### config.mk
export PLATFORM = sky130hd
export DESIGN_NAME = pc_sequencer
export DESIGN_NICKNAME = d
export VERILOG_FILES = /design/src/rtl/pc_pkg.sv /design/src/rtl/pc_ret_stack.sv /design/src/rtl/pc_sequencer.sv
export SDC_FILE = /design/constraint.sdc
export NUM_CORES = 1
export LEC_CHECK = 0
export ABC_AREA = 1
export BUFFER_PORTS_ARGS = -buffer_cell sky130_fd_sc_hd__buf_2
export CAP_MARGIN = 20
export CORE_AREA = 2 2 39 41
export CTS_CLUSTER_DIAMETER = 60
export DETAILED_ROUTE_END_ITERATION = 6
export DIE_AREA = 0 0 41 43
export MAX_ROUTING_LAYER = met4
export PLACE_DENSITY = 0.75
export SYNTH_ARGS = -nofsm -noshare
export SYNTH_HDL_FRONTEND = slang
export SYNTH_SLANG_ARGS = --single-unit
### constraint.sdc
create_clock -name clk -period 3.05 [get_ports clk]
set_clock_uncertainty 0.15 [all_clocks]
set_input_delay 0.61 -clock clk [delete_from_list [all_inputs] [get_ports clk]]
set_output_delay 0.61 -clock clk [all_outputs]
set_load 0.03 [all_outputs]
### src/rtl/pc_pkg.sv
// Shared types and helpers for the program-counter sequencer.
// Holds the per-cycle action encoding and the command priority decoder.
package pc_pkg;

    typedef enum logic [2:0] {
        ACT_HOLD,
        ACT_INC,
        ACT_JMP,
        ACT_CALL,
        ACT_RET
    } pc_act_e;

    // Resolve the decode commands into the single action taken this cycle.
    // Stall drops every command; otherwise ret > call > taken jump > increment.
    function automatic pc_act_e pc_decode(
        input logic en,
        input logic ret,
        input logic call,
        input logic jmp,
        input logic cond
    );
        pc_act_e act;
        if (!en)              act = ACT_HOLD;
        else if (ret)         act = ACT_RET;
        else if (call)        act = ACT_CALL;
        else if (jmp && cond) act = ACT_JMP;
        else                  act = ACT_INC;
        return act;
    endfunction

endpackage

### src/rtl/pc_ret_stack.sv
// Return-address LIFO, DEPTH entries of AW bits.
// Only the pointer is reset; entry contents are don't-care after reset.
// Push is ignored when full and pop is ignored when empty, so existing
// entries are never overwritten on overflow.
module pc_ret_stack
    import pc_pkg::*;
#(
    parameter int AW    = 8,
    parameter int DEPTH = 4
) (
    input  logic          clk,
    input  logic          R,
    input  logic          push,
    input  logic          pop,
    input  logic [AW-1:0] push_data,
    output logic [AW-1:0] top_data,
    output logic          empty,
    output logic          full
);

    localparam int PW  = $clog2(DEPTH + 1);
    localparam int AIW = (DEPTH > 1) ? $clog2(DEPTH) : 1;

    logic [AW-1:0]  mem [DEPTH];
    logic [PW-1:0]  sp;
    logic [AIW-1:0] wr_idx;
    logic [AIW-1:0] rd_idx;

    // Pointer counts 0..DEPTH; write slot is sp, top-of-stack is sp-1.
    always_comb begin
        wr_idx = AIW'(sp);
        rd_idx = AIW'(sp - PW'(1));
        empty  = (sp == '0);
        full   = (sp == PW'(DEPTH));
    end

    assign top_data = mem[rd_idx];

    // Stack pointer: push and pop are mutually exclusive from the caller.
    always_ff @(posedge clk) begin
        if (R)
            sp <= '0;
        else if (push && !full)
            sp <= sp + PW'(1);
        else if (pop && !empty)
            sp <= sp - PW'(1);
    end

    // Entry storage has no reset; only live entries below sp are ever read.
    always_ff @(posedge clk) begin
        if (!R && push && !full)
            mem[wr_idx] <= push_data;
    end

endmodule

### src/rtl/pc_sequencer.sv
// Parametrised program counter with stall, conditional jump and an
// optional call/return stack.
// Build option: PC_CALL_STACK_EN enables the return stack, its flags and
// the sticky overflow/underflow err. Without it call is a plain jump, ret
// is an increment, flags read empty and err reads 0.
module pc_sequencer
    import pc_pkg::*;
#(
    parameter int            AW        = 8,
    parameter int            DEPTH     = 4,
    parameter logic [AW-1:0] RESET_VEC = '0
) (
    input  logic          clk,
    input  logic          R,
    input  logic          en,
    input  logic          jmp,
    input  logic          cond,
    input  logic          call,
    input  logic          ret,
    input  logic [AW-1:0] target,
    output logic [AW-1:0] pc,
    output logic          stack_empty,
    output logic          stack_full,
    output logic          err
);

    pc_act_e       act;
    logic [AW-1:0] pc_inc;
    logic [AW-1:0] pc_nxt;

    assign act    = pc_decode(en, ret, call, jmp, cond);
    assign pc_inc = pc + AW'(1);

`ifdef PC_CALL_STACK_EN
    logic [AW-1:0] stk_top;
    logic          stk_push;
    logic          stk_pop;
    logic          err_set;

    assign stk_push = (act == ACT_CALL);
    assign stk_pop  = (act == ACT_RET);

    pc_ret_stack #(
        .AW    (AW),
        .DEPTH (DEPTH)
    ) u_stack (
        .clk       (clk),
        .R         (R),
        .push      (stk_push),
        .pop       (stk_pop),
        .push_data (pc_inc),
        .top_data  (stk_top),
        .empty     (stack_empty),
        .full      (stack_full)
    );

    // Next-pc mux; an empty-stack return falls through to increment.
    always_comb begin
        pc_nxt = pc;
        case (act)
            ACT_INC:  pc_nxt = pc_inc;
            ACT_JMP:  pc_nxt = target;
            ACT_CALL: pc_nxt = target;
            ACT_RET:  pc_nxt = stack_empty ? pc_inc : stk_top;
            default:  pc_nxt = pc;
        endcase
    end

    assign err_set = (stk_push && stack_full) || (stk_pop && stack_empty);

    // Sticky error: set on overflow/underflow, cleared only by reset.
    always_ff @(posedge clk) begin
        if (R)
            err <= 1'b0;
        else if (err_set)
            err <= 1'b1;
    end
`else
    // Next-pc mux without a stack: call jumps, ret just increments.
    always_comb begin
        pc_nxt = pc;
        case (act)
            ACT_INC:  pc_nxt = pc_inc;
            ACT_JMP:  pc_nxt = target;
            ACT_CALL: pc_nxt = target;
            ACT_RET:  pc_nxt = pc_inc;
            default:  pc_nxt = pc;
        endcase
    end

    assign stack_empty = 1'b1;
    assign stack_full  = 1'b0;
    assign err         = 1'b0;
`endif

    // Program counter register.
    always_ff @(posedge clk) begin
        if (R)
            pc <= RESET_VEC;
        else
            pc <= pc_nxt;
    end

endmodule

-- After elaboration in Yosys (flattened, before gate mapping)
Cells that the tools add are included.
- multiply operators: 0
- equal/unequal tests: 4
- muxes and demuxes: 5
- bitwise gates (word level): 0
- magnitude comparators: 0
- reductions and logical operators: 4
- divide/modulo/power cells: 0
- shift-type cells: 0
- add/sub/neg operators: 1
- operators with widths (cell ; number):
    8-bit one-hot mux with 2 select lines ; 1
    8-bit by 1-bit adder with 8-bit output (second input constant) ; 1
    3-bit by 2-bit == test with 1-bit output (second input constant) ; 2
    3-bit 2-to-1 mux ; 2
    2-bit 2-to-1 mux ; 2
    2-bit OR reduction ; 2
    3-bit by 1-bit == test with 1-bit output (second input constant) ; 1
    3-bit == test (second input constant) ; 1
    2-bit nonzero test ; 1
    1-bit logical AND ; 1
- memories kept: 0
- word-level logic and storage cells: 15
- RAM bits: 0
- bits of input ports: 15
- latch bits: 0
- register bits after elaboration: 8
- output and inout bits: 11
- memory bits (read-only): 0

-- Depth between registers and ports, before layout
Gate-level depths: netlist of run 1.
- depth after elaboration: 8
- gate-level depth with buffers: 8
- depth with buffers taken out: 8

-- Worst setup path before layout of run 1
OpenSTA, ideal clock, no wires.
- path kind: flip-flop to flip-flop
- start: reg pc[1]
- end: reg pc[6]
- slack: 1.576 ns
- clock period less this slack: 1.474 ns
- arrival: 1.208 ns
- data required time: 2.784 ns
- path buffers: 0
- setup time: 0.116 ns
- stages on the path, launching flop included: 7
- path through: dfxtp_1 ha_1 nand3_1 o21ai_0 nand3_1 nand2_1 a21oi_1
- longest elaborated chain between the ends: 2
- RTL lines (element ; line ; text):
    start, declared ; pc_sequencer.sv:21 ; output logic [AW-1:0] pc,
    start signal, assigned ; pc_sequencer.sv:101 ; pc <= pc_nxt;
    8-bit by 1-bit adder with 8-bit output ; pc_sequencer.sv:32 ; assign pc_inc = pc + AW'(1);
    8-bit one-hot mux with 2 select lines ; pc_sequencer.sv:82 ; case (act)
No other way between the ends.
A chain may end at the register's enable or synchronous reset.

-- Final worst setup path of run 1
- start: reg pc[2]
- end: out pc[2]
No word-level cell between the ends.

==> results of run 1 <==
-- where the power goes --
group	leakage (nW)	internal, mW	total, mW	switching (mW)
clock network	0.0138	0.0454	0.0862	0.0409
logic	0.298	0.0276	0.0819	0.0543
registers	0.0662	0.113	0.122	0.00948
total	0.378	0.186	0.290	0.105
-- worst reg2reg max path: stages (launching register included) --
cell     delay [ns]
dfxtp_1        0.40
ha_1           0.22
nand2_1        0.08
nor2_1         0.12
xor2_1         0.15
a21oi_1        0.08
nor2_1         0.09
-- final timing paths --
path,from,endpoint,cells after the start
max,pc[2]$_SDFFE_PP0P_,pc[2],1
min,pc[7]$_SDFFE_PP0P_,pc[7]$_SDFFE_PP0P_,2
min reg2reg,pc[7]$_SDFFE_PP0P_,pc[7]$_SDFFE_PP0P_,2
max reg2reg,pc[0]$_SDFFE_PP0P_,pc[4]$_SDFFE_PP0P_,6
-- cell usage in the layout (no fill, tap or decap), drive strengths merged --
cell	instances
nand3	8
inv	13
buf	22
clkbuf	3
a21oi	7
conb	3
ha	1
nand2	30
dfxtp	8
o211ai	2
o21ai	7
nor2	5
xor2	2
or2	2
-- metrics by stage --
| step | setup WS (ns) | total power [mW] | instance area [um2] | hold slack [ns] |
|---|---|---|---|---|
| after global placement | 1.386 | 0.2032 | 680.7 | 0.3579 |
| final | 1.374 | 0.2903 | 703.2 | 0.3560 |
| after floorplan | 1.576 | 0.1828 | 580.6 | 0.4545 |
| after detailed placement | 1.285 | 0.2054 | 680.7 | 0.3398 |
| after global routing | 1.297 | 0.3084 | 703.2 | 0.3836 |
| after CTS | 1.355 | 0.2929 | 703.2 | 0.3490 |
-- final cells by class --
class,count,area [um2],area share [%]
tap,16,20.02,2.847
multi-input combinational,67,341.6,48.58
inverter,13,48.80,6.940
sequential,8,160.2,22.78
timing repair buffer,22,110.1,15.66
clock buffer,3,22.52,3.203
-- cell families after synthesis --
kind of cell	count (synthesis)	synth area share [%]
and+or+nand+nor	45	35.36
AOI/OAI and AO/OA	16	16.70
xor gates and xnor gates	2	3.037
adders and majority gates	1	2.169
DFF	8	27.77
other	2	1.302
buffers and inverters	17	13.66
-- layer usage --
metal	part of all wire, %	track usage [%]	routed length (um)	up-vias
met5	0	-	0	-
met2	48	26.88	677	30
met3	6.8	6.283	96	10
met1	39	22.98	543	263
li1	-	-	-	325
met4	6.1	17.33	85	0
-- synthesized netlist by cell type, drive strengths merged --
cell / number / area share, %
a21oi: 7 / 7.4
buf: 4 / 5.2
conb: 2 / 1.3
dfxtp: 8 / 28
ha: 1 / 2.2
inv: 13 / 8.5
nand2: 30 / 21
nand3: 8 / 7.8
nor2: 5 / 4.6
o211ai: 2 / 2.6
o21ai: 7 / 6.7
or2: 2 / 2.2
xor2: 2 / 3.0
==> impl_results.md, run 1 <==
- Leakage: about 0.38 nW
- CP max stage cell: dfxtp_1
- Final net count: 131
- Distinct cells, synth: 20
- Hpwl dp: 1086 um
- N_diodes: 0
- Total GRT Usage: ~20%
- Final Cycle Share: 54.94%
- Max-cap violations: 0
- Max FFs per register: 8
- Iter 0 DRT Violations: 19
- Fin util: between 50% and 60%
- Critical Path, Cell by Cell: buf_2
- Mean post-synth cell area: about 6.3 um2
- Core area: 1384 um2
- Clock root buffer: clkbuf_4
- Port-buffer cells: 22
- #FFs+latches synth: 8
- CP arrival: 0.92 ns
- Final cell count without fillers: 129
- Post-CTS Setup Inserts: 0
- Worst hold path class: flop to flop
- Final setup viols: 0
- RD Place Congestion: 0.8622
- Post-Synthesis Cells: between 90 and 100
- Post-synthesis sequential area ratio: 27.77%
- Total gr overflow: 0
- Pin count of the biggest net entering global routing: 14
- Height of the die: approximately 43 um
- Die Wd: ~41 um
- Ports: 26
- Num CTS Buffers: 3
- Largest regs: pc (8)
- Endpoints failing hold: 0
- WP buf/inv: 1
- Max Fanout on Critical Path: 6
- Clock slew seen by the registers of the worst setup and hold paths: around 0.060 ns
- Syn Std Cell Area: 576.8 um2
- Peak supply drop: 0.2097 mV
- Post-CTS sizing: 0
- Biggest register: pc
- Fill cells: 153
- WP data required: 2.29 ns
- Worst skew pair latency: 0.26 ns
- Antenna-violating nets left: 0
- CTS tree: yes
- Share of cells above drive strength 1: approximately a third
- Initial Util: 41.68%
- P&R area growth vs syn: 21.91%
- Critical path type: flop to output port
- Cells after DPL: 126
- Worst R2R Setup Slack: ~1.7 ns
- Minimum clock period: about 1.7 ns
- Highest Clock Rate: 0.5968 GHz
- Vias in the first global route: 525
- CP top delay family: flip-flops
- CP Capture Type: output port
- Row count: 14
- Total Die Area: 1763 um2
- RSZ-0062 raised after global routing: no
- Ys Warns: 0
- H-tree Lvls: 1
- Residual DRC: 0
- Sink Count: 8
- Max-slew violations: 0
- Pwr per Cell Area: approximately 410 nW/um2
- First-pass GRT wire length: ~2300 um
- Critical Path Source Type: flop
- TNS Setup: 0 ns
- First drt pass iteration count: 4
- CTS Buffer Depth: 2
- Routed WL: between 1000 and 1500 um
- Vias post-DR: around 630
- Outcome: complete, no violations
- Max incr delay on CP: 0.42 ns
- Hold-fix buffers, CTS: 0
- Routed length per instance: 10.87 um
- Antenna violations before repair: 0
- Via-to-Cell Ratio: 4.868
No activity file was read; power rests on OpenSTA's default activity.
==> run 2, diff against run 1 <==
--- a/config.mk
+++ b/config.mk
@@ -8,12 +8,12 @@
 export ABC_AREA = 1
 export BUFFER_PORTS_ARGS = -buffer_cell sky130_fd_sc_hd__buf_2
 export CAP_MARGIN = 20
-export CORE_AREA = 2 2 39 41
+export CORE_MARGIN = 1.5
+export CORE_UTILIZATION = 40
 export CTS_CLUSTER_DIAMETER = 60
 export DETAILED_ROUTE_END_ITERATION = 6
-export DIE_AREA = 0 0 41 43
 export MAX_ROUTING_LAYER = met4
-export PLACE_DENSITY = 0.75
+export PLACE_DENSITY = 0.72
 export SYNTH_ARGS = -nofsm -noshare
 export SYNTH_HDL_FRONTEND = slang
 export SYNTH_SLANG_ARGS = --single-unit
==> constraint.sdc (replaced) <==
create_clock -name clk -period 1.5 [get_ports clk]
set_clock_uncertainty 0.15 [all_clocks]
set_input_delay 0.3 -clock clk [delete_from_list [all_inputs] [get_ports clk]]
set_output_delay 0.3 -clock clk [all_outputs]
set_load 0.03 [all_outputs]
==> run 2 against run 1 <==
Against the previous run:
- clock-buffer cell count is the same
- clock power grew 110%
- non-clock buffer count grew 1
- critical path depth is the same
- critical path type unchanged
- largest cell class unchanged
==> impl_results.md, run 2 (same netlist as run 1, synthesis figures left out) <==
- Outcome: complete, no violations
- Hpwl dp: 1013 um (-6.7%)
- Leakage: 0.3825 nW (+1.3%)
- Iter 0 DRT Violations: 11 (-8)
- Vias in the first global route: 505 (-3.8%)
- Worst hold path class: primary input to flop
- Fill cells: 125 (-18%)
- Total Die Area: 1679 um2 (-4.8%)
- Total gr overflow: 0 (unchanged)
- Final Cycle Share: 90.77%
- Core area: 1318 um2 (-4.8%)
- Worst skew pair latency: 0.26 ns (about the same)
- Routed WL: 1340 um (-4.4%)
- Via-to-Cell Ratio: 4.791 (-1.6%)
- CP top delay family: flip-flops
- Largest regs: pc (8)
- Vias post-DR: 618 (-1.6%)
- Share of cells above drive strength 1: 33.33% (+0.59 points)
- First drt pass iteration count: 4 (unchanged)
- Initial Util: 43.78% (+2.1 points)
- CP Capture Type: output port
- WP buf/inv: 1 (unchanged)
- CTS Buffer Depth: 2 (unchanged)
- Max FFs per register: 8 (unchanged)
- Peak supply drop: 0.4178 mV (+99%)
- Hold-fix buffers, CTS: 0 (unchanged)
- Critical path type: flop to output port
- Final net count: 132 (+0.76%)
- Total GRT Usage: 21.50% (+1.4 points)
- Post-CTS sizing: 0 (unchanged)
- Minimum clock period: 1.362 ns
- Routed length per instance: 10.39 um (-4.4%)
- H-tree Lvls: 1 (unchanged)
- Max-cap violations: 0 (unchanged)
- Highest Clock Rate: about 0.73 GHz
- WP data required: 1.05 ns (-1.24 ns)
- Port-buffer cells: 22 (unchanged)
- Biggest register: pc
- Fin util: 53.85% (+3.0 points)
- Critical Path Source Type: flop
- RD Place Congestion: 0.8390 (-2.7%)
- Worst R2R Setup Slack: 0.18 ns (-1.51 ns)
- Clock slew seen by the registers of the worst setup and hold paths: 0.06 ns (about the same)
- RSZ-0062 raised after global routing: no
- Max Fanout on Critical Path: 5 (-1)
- CTS tree: yes
- Endpoints failing hold: 0 (unchanged)
- Commonest non-fill, non-tap cell in the layout: nand2_1
- CP max stage cell: dfxtp_1
- TNS Setup: 0 ns (unchanged)
- Post-CTS Setup Inserts: 0 (unchanged)
- Commonest non-fill, non-tap cells in the layout: 27 x nand2_1, 22 x buf_2, 9 x inv_1
- Hold Slack: 0.1319 ns (-0.2241 ns)
- Residual DRC: 0 (unchanged)
- Max-slew violations: 0 (unchanged)
- N_diodes: 0 (unchanged)
- Clock root buffer: clkbuf_4
- First-pass GRT wire length: 2139 um (-6.6%)
- CP arrival: 0.91 ns (about the same)
- Ports: 26 (unchanged)
- Die Wd: 40.98 um (about the same)
- Critical Path, Cell by Cell: buf_2
- Row count: 13 (-1)
- Sink Count: 8 (unchanged)
- Antenna-violating nets left: 0 (unchanged)
- Final setup viols: 0 (unchanged)
- Pin count of the biggest net entering global routing: 13 (-1)
- Pwr per Cell Area: 831.3 nW/um2 (+100%)
- Height of the die: 40.98 um (-4.7%)
- Antenna violations before repair: 0 (unchanged)
- Max incr delay on CP: 0.42 ns (about the same)
- Num CTS Buffers: 3 (unchanged)
- P&R area growth vs syn: 22.99%
-- run 2: cell types whose count changed in the layout (fill, tap and decap cells not counted), sizes merged --
cell	before	now
buf	22	23
-- run 2: worst paths after layout --
path                                          from                 end  cells after the start
worst max-delay path            pc[5]$_SDFFE_PP0P_               pc[5]                      1
worst min-delay path                             R  pc[5]$_SDFFE_PP0P_                      2
worst max register to register  pc[1]$_SDFFE_PP0P_  pc[4]$_SDFFE_PP0P_                      6
worst min register to register  pc[7]$_SDFFE_PP0P_  pc[7]$_SDFFE_PP0P_                      2
-- run 2: metal layers --
| metal | vias up | global-route usage, % | share of wire [%] |
|---|---|---|---|
| met5 | - | - | 0 |
| met4 | 0 | 15.00 | 2.8 |
| met3 | 4 | 6.522 | 4.1 |
| met2 | 13 | 32.81 | 49 |
| met1 | 274 | 23.61 | 44 |
| li1 | 327 | - | - |
-- run 2: report_power, final --
| group | leakage (nW) | internal [mW] | switching (mW) |
|---|---|---|---|
| registers | 0.0662 | 0.229 | 0.0177 |
| logic | 0.303 | 0.0575 | 0.108 |
| clock network | 0.0138 | 0.0924 | 0.0847 |
| total | 0.383 | 0.379 | 0.211 |
-- run 2: cell type report --
| type | count | area, um2 | area share, % |
|---|---|---|---|
| multi-input cells | 67 | 341.6 | 48.15 |
| flip-flops and latches | 8 | 160.2 | 22.58 |
| repair buffers | 23 | 117.6 | 16.58 |
| inverters | 13 | 48.80 | 6.878 |
| clock buffers | 3 | 22.52 | 3.175 |
| well taps | 15 | 18.77 | 2.646 |
-- run 2: per-stage QoR --
step / power [mW] / std cells / cell area (um2) / worst slack, ns
floorplan: 0.3717 / 92 / 580.6 / 0.02609
global placement: 0.4140 / 126 / 686.9 / 0.1868
detailed placement: 0.4175 / 126 / 686.9 / 0.1498
CTS: 0.5906 / 129 / 709.4 / 0.1365
global route: 0.6330 / 129 / 709.4 / 0.06212
finish: 0.5897 / 129 / 709.4 / 0.1384
==> run 3, diff against run 2 <==
--- a/config.mk
+++ b/config.mk
@@ -9,11 +9,11 @@
 export BUFFER_PORTS_ARGS = -buffer_cell sky130_fd_sc_hd__buf_2
 export CAP_MARGIN = 20
 export CORE_MARGIN = 1.5
-export CORE_UTILIZATION = 40
+export CORE_UTILIZATION = 44
 export CTS_CLUSTER_DIAMETER = 60
 export DETAILED_ROUTE_END_ITERATION = 6
 export MAX_ROUTING_LAYER = met4
-export PLACE_DENSITY = 0.72
+export PLACE_DENSITY = 0.76
 export SYNTH_ARGS = -nofsm -noshare
 export SYNTH_HDL_FRONTEND = slang
 export SYNTH_SLANG_ARGS = --single-unit
==> constraint.sdc (replaced) <==
create_clock -name clk -period 1.4 [get_ports clk]
set_clock_uncertainty 0.15 [all_clocks]
set_input_delay 0.28 -clock clk [delete_from_list [all_inputs] [get_ports clk]]
set_output_delay 0.28 -clock clk [all_outputs]
set_load 0.03 [all_outputs]
==> run 3 against run 2 <==
Against the previous run:
- sequential power increased by 8.1%
- first-iteration DRC count is 9.1% higher
- power rose by 5.4%
==> impl_results.md, run 3 (same netlist as run 1, synthesis figures left out) <==
- First drt pass iteration count: 4 (unchanged)
- Share of cells above drive strength 1: 35.96% (+2.6 points)
- CP Capture Type: output port
- RD Place Congestion: 0.8680 (+3.5%)
- First-pass GRT wire length: 2235 um (+4.5%)
- Hpwl dp: 976.5 um (-3.6%)
- Hold-fix buffers, CTS: 0 (unchanged)
- Total Die Area: 1537 um2 (-8.5%)
- Vias post-DR: 622 (+0.65%)
- Worst R2R Setup Slack: 0.07 ns (-0.11 ns)
- Register Area: 162.7 um2 (+1.6%)
- Endpoints failing hold: 0 (unchanged)
- Row count: 12 (-1)
- P&R area growth vs syn: 23.64%
- Worst skew pair latency: 0.25 ns (about the same)
- Highest Clock Rate: ~0.74 GHz
- Initial Util: 49.89% (+6.1 points)
- Largest regs: pc (8)
- Worst hold start: R
- Total gr overflow: 0 (unchanged)
- Multi-input logic area: 344.1 um2 (+0.73%)
- TNS Setup: 0 ns (unchanged)
- CTS Buffer Depth: 2 (unchanged)
- Min-Delay Endpoint: pc[5]$_SDFFE_PP0P_
- Fin util: 61.69% (+7.8 points)
- WP data required: 0.97 ns (-0.08 ns)
- Total GRT Usage: 22.95% (+1.5 points)
- RSZ-0062 raised after global routing: yes
- Final Cycle Share: 95.99%
- Leakage: 0.3829 nW (about the same)
- Worst hold path class: primary input to flop
- N_diodes: 0 (unchanged)
- Max-slew violations: 0 (unchanged)
- Pwr per Cell Area: 871.3 nW/um2 (+4.8%)
- Fill cells: 117 (-6.4%)
- Minimum clock period: 1.344 ns
- Worst r2r dst: pc[4]$_SDFFE_PP0P_
- Critical Path Source Type: flop
- Max incr delay on CP: 0.42 ns (about the same)
- Reg2reg start: pc[0]$_SDFFE_PP0P_
- Clock slew seen by the registers of the worst setup and hold paths: 0.05 ns (about the same)
- Vias in the first global route: 527 (+4.4%)
- Pin count of the biggest net entering global routing: 12 (-1)
- Num CTS Buffers: 3 (unchanged)
- Biggest register: pc
- Sink Count: 8 (unchanged)
- PnR worst setup slack: 0.05607 ns (-0.08236 ns)
- Max-cap violations: 0 (unchanged)
- Post-CTS Setup Inserts: 0 (unchanged)
- Antenna-violating nets left: 0 (unchanged)
- Critical Path, Cell by Cell: buf_2
- Die Wd: 39.21 um (-4.3%)
- Critical path type: flop to output port
- Max Fanout on Critical Path: 6 (+1)
- Final net count: 132 (unchanged)
- Antenna violations before repair: 0 (unchanged)
- Max FFs per register: 8 (unchanged)
- Routed length per instance: 9.969 um (-4.0%)
- Ports: 26 (unchanged)
- Final setup viols: 0 (unchanged)
- CP max stage cell: dfxtp_1
- Commonest non-fill, non-tap cells in the layout: 27 x nand2_1, 22 x buf_2, 9 x inv_1
- Clock root buffer: clkbuf_4
- Height of the die: 39.21 um (-4.3%)
- Residual DRC: 0 (unchanged)
- Peak supply drop: 0.5998 mV (+44%)
- CP top delay family: flip-flops
- H-tree Lvls: 1 (unchanged)
- Hold Slack: 0.1169 ns (-0.01495 ns)
- Commonest non-fill, non-tap cell in the layout: nand2_1
- Pre-CTS setup slack: 0.08218 ns (-0.06765 ns)
- Reg2Reg Depth: 6 (unchanged)
- Port-buffer cells: 22 (unchanged)
- CP arrival: 0.91 ns (about the same)
- Outcome: complete, no violations
- Core area: 1156 um2 (-12%)
- Hold Crit Depth: 2 (unchanged)
- CTS tree: yes
- Iter 0 DRT Violations: 12 (+1)
- WP buf/inv: 1 (unchanged)
- Via-to-Cell Ratio: 4.859 (+1.4%)
- Routed WL: 1276 um (-4.8%)
## run 3: cell count changes in the layout (fill, tap and decap cells not counted)
cell and delta:
dfxtp_1 -2, dfxtp_2 +2, nor2_2 +1, nor2_1 -1
## run 3: worst max path at each step
stage	from	end	slack (ns)	depth (start not counted)
floorplan	pc[4]$_SDFFE_PP0P_	pc[7]$_SDFFE_PP0P_	0.05	7
global placement	jmp	pc[0]$_SDFFE_PP0P_	0.09	9
detailed placement	jmp	pc[0]$_SDFFE_PP0P_	0.08	9
CTS	pc[2]$_SDFFE_PP0P_	pc[2]	0.06	1
global route	pc[0]$_SDFFE_PP0P_	pc[4]$_SDFFE_PP0P_	-0.01	6
finish	pc[2]$_SDFFE_PP0P_	pc[2]	0.06	1
## run 3: power by group
| group | total (mW) | leakage, nW | internal (mW) | switching, mW |
|---|---|---|---|---|
| logic | 0.178 | 0.302 | 0.0619 | 0.117 |
| clock network | 0.176 | 0.0138 | 0.0981 | 0.0782 |
| registers | 0.267 | 0.0667 | 0.247 | 0.0198 |
| total | 0.621 | 0.383 | 0.407 | 0.215 |
## run 3: cell type report
cell class                      instances  area share [%]
Clock buffer                            3           3.158
Multi-Input combinational cell         67           48.25
Inverter                               13           6.842
Sequential cell                         8           22.81
Timing Repair Buffer                   23           16.49
Tap cell                               14           2.456
## run 3: metal layers
| metal | global-route usage (%) | share of wire (%) |
|---|---|---|
| met4 | 5.172 | 0.86 |
| met2 | 35.00 | 46 |
| met5 | - | 0 |
| met1 | 27.59 | 47 |
| met3 | 10.40 | 5.8 |
## run 3: repair_timing
item / 4_1_cts / 5_1_grt
gates resized for setup: 0 / 1
endpoints found under the setup margin: 0 / 1
hold endpoints to repair: 0 / 0
## run 3: through the flow
stage	power [mW]	std cells	cell area [um2]
floorplan	0.3994	92	583.1
global placement	0.4445	125	688.2
detailed placement	0.4488	125	688.2
finish	0.6214	128	713.2
CTS	0.6244	128	710.7
global route	0.6699	128	713.2
